**config.mk**
```make
export PLATFORM = sky130hd
export DESIGN_NAME = forwarding_scoreboard
export DESIGN_NICKNAME = d
export VERILOG_FILES = /design/src/rtl/forwarding_scoreboard.sv
export SDC_FILE = /design/constraint.sdc
export NUM_CORES = 1
export LEC_CHECK = 0
export ABC_AREA = 1
export BUFFER_PORTS_ARGS = -buffer_cell sky130_fd_sc_hd__buf_2
export CORE_MARGIN = 5
export CORE_UTILIZATION = 40
export CTS_CLUSTER_DIAMETER = 100
export DETAILED_ROUTE_END_ITERATION = 8
export PLACE_DENSITY = 0.7
export SYNTH_ARGS = -nofsm -noshare
export SYNTH_HDL_FRONTEND = slang
export SYNTH_SLANG_ARGS = --single-unit
```
**constraint.sdc**
```tcl
create_clock -name clk_i -period 4.5 [get_ports clk_i]
set_input_delay 0.45 -clock clk_i [delete_from_list [all_inputs] [get_ports clk_i]]
set_output_delay 0.45 -clock clk_i [all_outputs]
set_load 0.02 [all_outputs]
```
**src/rtl/forwarding_scoreboard.sv**
```systemverilog
// forwarding_scoreboard: tracks in-flight destinations, forwards youngest producer results, stalls on load-use
module forwarding_scoreboard #(
  parameter int REG_W      = 5,
  parameter int NRD        = 2,
  parameter int DEPTH      = 3,
  parameter int DATA_W     = 32,
  parameter int LOAD_STAGE = 1
) (
  input  logic                    clk_i,
  input  logic                    nrst_i,
  input  logic                    issue_valid_i,
  input  logic                    issue_wen_i,
  input  logic [REG_W-1:0]        issue_wsel_i,
  input  logic                    issue_is_load_i,
  input  logic [NRD*REG_W-1:0]    rsel_i,
  input  logic [NRD*DATA_W-1:0]   rdata_rf_i,
  input  logic [DEPTH*DATA_W-1:0] stage_data_i,
  input  logic                    stall_ext_i,
  input  logic                    flush_i,
  output logic [NRD*DATA_W-1:0]   fwd_data_o,
  output logic [NRD-1:0]          fwd_hit_o,
  output logic                    hazard_stall_o,
  output logic [15:0]             stall_cnt_o
);
  logic [DEPTH-1:0]             v_q, v_d, ld_q, ld_d;
  logic [DEPTH-1:0][REG_W-1:0]  wsel_q, wsel_d;
  logic [15:0]                  cnt_q, cnt_d;
  logic [NRD-1:0]               blk;
  always_comb begin
    blk        = '0;
    fwd_hit_o  = '0;
    fwd_data_o = rdata_rf_i;
    for (int p = 0; p < NRD; p++)
      for (int k = DEPTH - 1; k >= 0; k--)
        if (v_q[k] && wsel_q[k] == rsel_i[p*REG_W +: REG_W] && rsel_i[p*REG_W +: REG_W] != '0) begin
          blk[p]                      = ld_q[k] && k < LOAD_STAGE;
          fwd_hit_o[p]                = !blk[p];
          fwd_data_o[p*DATA_W +: DATA_W] = blk[p] ? rdata_rf_i[p*DATA_W +: DATA_W] : stage_data_i[k*DATA_W +: DATA_W];
        end
  end
  assign hazard_stall_o = |blk;
  assign stall_cnt_o    = cnt_q;
  always_comb begin
    v_d    = {v_q[DEPTH-2:0], issue_valid_i & issue_wen_i & (issue_wsel_i != '0) & ~flush_i & ~hazard_stall_o};
    wsel_d = {wsel_q[DEPTH-2:0], issue_wsel_i};
    ld_d   = {ld_q[DEPTH-2:0], issue_is_load_i};
    cnt_d  = cnt_q + {15'd0, hazard_stall_o & (cnt_q != 16'hFFFF)};
  end
  always_ff @(posedge clk_i) begin
    if (!nrst_i) begin
      v_q    <= '0;
      wsel_q <= '0;
      ld_q   <= '0;
      cnt_q  <= '0;
    end else if (!stall_ext_i) begin
      v_q    <= v_d;
      wsel_q <= wsel_d;
      ld_q   <= ld_d;
      cnt_q  <= cnt_d;
    end
  end
endmodule
```
==> results.cfg <==
[status]
run_status = finished clean

[floorplanning]
die-area_um2 = 16980
floorplan.die.width_um = 130.3
effective_utilization_at_floorplan = 0.4028
dieHeight_um = 130.3
fp-row-count = 44
io_pins = 265
core_region_area_um2 = 14370

[drt]
drt_pre_antenna_iters = 5
ant_nets = 0
drt_iter0_markers = 551
drt_drc_violations_left = 0
wire_per_inst_um = 15.27
routed_wl_um = 23580
detail_route.vias_per_cell = 5.023
vias = 7756

[yosys]
yosys_register_bits = 35
muxShareOfSynthArea = 0
synth_common_cells = nand2_1, nand3_1, inv_1, dfxtp_1, a21oi_1
synth_top_family_by_area = simple AND/OR/NAND/NOR gates
synth_ff_type = dfxtp_1
synth_enable_flop_cells = 0
avgSynthCellArea_um2 = 5.064
yosys.cell_types.count = 34
synthDominantAreaCellType = nand2_1
post_synth_xor_area_fraction = 0.007566
synth-adder-area-share = 0.006485
synth_top_cells_by_area = nand2_1, nand3_1, dfxtp_1
yosys.area_share.simple = 0.6288
synth-compound-area-share = 0.06291
mappedNetlistNets = 1328
post_synthesis_cells = 1143
ys_seq_area_frac = 0.1211
synth_most_common_cell = nand2_1
synth_async_sr_flop_share = 0
yosysWarningCount = 0
syn-cell-area_um2 = 5788
yosys.area.top_type_share = 0.3612

[layout]
finish.utilization = 0.4948
signed_area_change_from_the_synthesized_netlist_to_the_final_layout_pct = 22.83
nets = 1542
post_route_cells_drive_above_1_share = 0.2631
fill_cell_instance_count_of_the_final_layout = 1611

[critical_path]
criticalPathCategory = flip-flop to primary output
worstPathArrival_ns = 2.80
crit_path_frequent_cell = nand2_1
worst_path_largest_cell_delay_ns = 0.57
worstPathRequired_ns = 4.05
crit_chain = inv_1 -> a21oi_1 -> nand2_1 -> nor2_4 -> buf_4 -> nand2_2 -> nand2_1 -> nand3_1 -> nand2_1 -> nand2_1 -> buf_2
endpoint_kind = primary output
crit_path_max_fanout = 33
critPathSlowestCell = nand2_2
start_kind = flip-flop

[sta]
setup-tns-final_ns = 0
timing_hold_violations_final = 0
clock-skew-final_ns = 0.003620
setup-violations-final = 0
worst_slew_margin_rel = 0.3398
period_needed_ns = 3.246
finalCritPeriodShare = 0.7212
highest_achievable_clock_rate_mhz = 308.1
rsz0062_at_grt = no
worst_slew_pin_slew_ns = 0.9892
drv_slew = 0

[global_routing]
global_route.usage.total = 0.2620
global_route.overflow_total = 0
grt_max_degree = 50
antenna_found_initial = 4
vias_in_the_first_global_route = 7255
grt_first_pass_wirelength_um = 35960

[run]
cap_violations = 0

[clock_tree]
cts_repair_resize_count = 0
cts.clk_slew.worst_paths_ns = 0.05
tritoncts.num_buffers = 5
root_buffer = clkbuf_16
tritoncts = yes
cts_htree_levels = 2
cts-root-to-sink-buffers = 2
clock_latency_ns = 0.28
cts.hold.buffers_added = 0
number_of_clock_sinks = 35
post_cts.repair.setup_buffers = 0

[pwr]
power_density_nw_per_um2 = 163.4
power.leakage_nw = 4.394
worst_ir_drop_vdd_v = 0.0002054

[worst_hold_path]
class_of_the_most_critical_hold_timing_path = input port to flip-flop

[placed_design]
routabilityCongestion = 0.9419
placement.io_buffers = 264
hpwl_um = 17450
==> cells by family after synthesis <==
logic type | count (synthesis)
buffers and inverters | 214
AOI/OAI and AO/OA | 69
xor gates and xnor gates | 5
and+or+nand+nor | 817
adders and majority gates | 3
DFF | 35
==> worst max-delay path, delay by kind of cell (launching register included) <==
family / cells / cell delay (ns)
simple gates: 7 / 1.34
buf+inv: 3 / 0.65
flops: 1 / 0.34
compound gates: 1 / 0.14
==> final cells by class <==
type	instances	area, um2	area share
antenna	3	7.507	0.001056
clock buffer	6	138.9	0.01954
clock inverter	1	5.005	0.0007040
inverter	149	559.3	0.07867
multi-input combinational	894	4085	0.5746
sequential	35	701.9	0.09873
tap	184	230.2	0.03238
timing repair buffer	272	1381	0.1943
==> per-stage QoR <==
| step | setup slack [ns] | std cells | cell area [um2] | total power, mW | hold WS (ns) |
|---|---|---|---|---|---|
| 3_5_place_dp | 1.393 | 1534 | 6958 | 0.8303 | 0.4601 |
| 5_1_grt | 1.010 | 1543 | 7107 | 1.241 | 0.4962 |
| 3_3_place_gp | 1.384 | 1534 | 6958 | 0.8277 | 0.4552 |
| 6_report | 1.254 | 1544 | 7109 | 1.162 | 0.4529 |
| 4_1_cts | 1.231 | 1541 | 7102 | 1.170 | 0.4481 |
| 2_1_floorplan | 2.295 | 1143 | 5788 | 0.6358 | 0.4453 |
==> cell usage in the layout (no fill, tap or decap), types with 2 or more instances in the layout <==
| cell type | instances |
|---|---|
| inv_1 | 125 |
| o21ai_0 | 27 |
| a21oi_1 | 34 |
| dfxtp_1 | 34 |
| diode_2 | 3 |
| nand3_1 | 176 |
| nor3_1 | 4 |
| nor2_4 | 10 |
| a31oi_1 | 2 |
| nor2_2 | 2 |
| o211ai_1 | 2 |
| nor2_1 | 19 |
| xnor2_1 | 5 |
| clkbuf_16 | 5 |
| nand4_2 | 2 |
| nand3_2 | 31 |
| inv_2 | 23 |
| nand4_1 | 5 |
| buf_2 | 264 |
| nand2_1 | 557 |
| buf_4 | 8 |
| nand2_2 | 6 |
| ha_1 | 3 |
==> sequential cells by signal, summed over array words and instances, names as in the netlist <==
| name | count |
|---|---|
| wsel_d | 10 |
| ld_q | 1 |
| stall_cnt_o | 16 |
| wsel_q | 5 |
| v_q | 3 |
==> power by group <==
group / switching, mW / internal [mW] / leakage [nW]
registers: 0.0157 / 0.323 / 0.287
clock network: 0.121 / 0.216 / 0.0727
logic: 0.317 / 0.170 / 4.03
==> final timing paths <==
check / from / endpoint / slack, ns / cells past startpoint
worst max-delay path: wsel_q[10]$_SDFFE_PN0N_ / fwd_data_o[0] / 1.25 / 11
worst min-delay path: issue_is_load_i / ld_q[0]$_SDFFE_PN0N_ / 0.45 / 3
worst max register to register: wsel_d[8]$_SDFFE_PN0N_ / stall_cnt_o[14]$_SDFFE_PN0N_ / 1.81 / 13
worst min register to register: stall_cnt_o[13]$_SDFFE_PN0N_ / stall_cnt_o[13]$_SDFFE_PN0N_ / 0.47 / 2
==> per-layer routing <==
metal  vias to the layer above  track usage  wire [um]
met5                         -            0         14
met2                       350       0.4596      11400
met3                        47      0.03193       1804
met1                      3387       0.3334       9787
li1                       3968            -          -
met4                         4      0.08252        573
No activity file was read; power rests on OpenSTA's default activity.
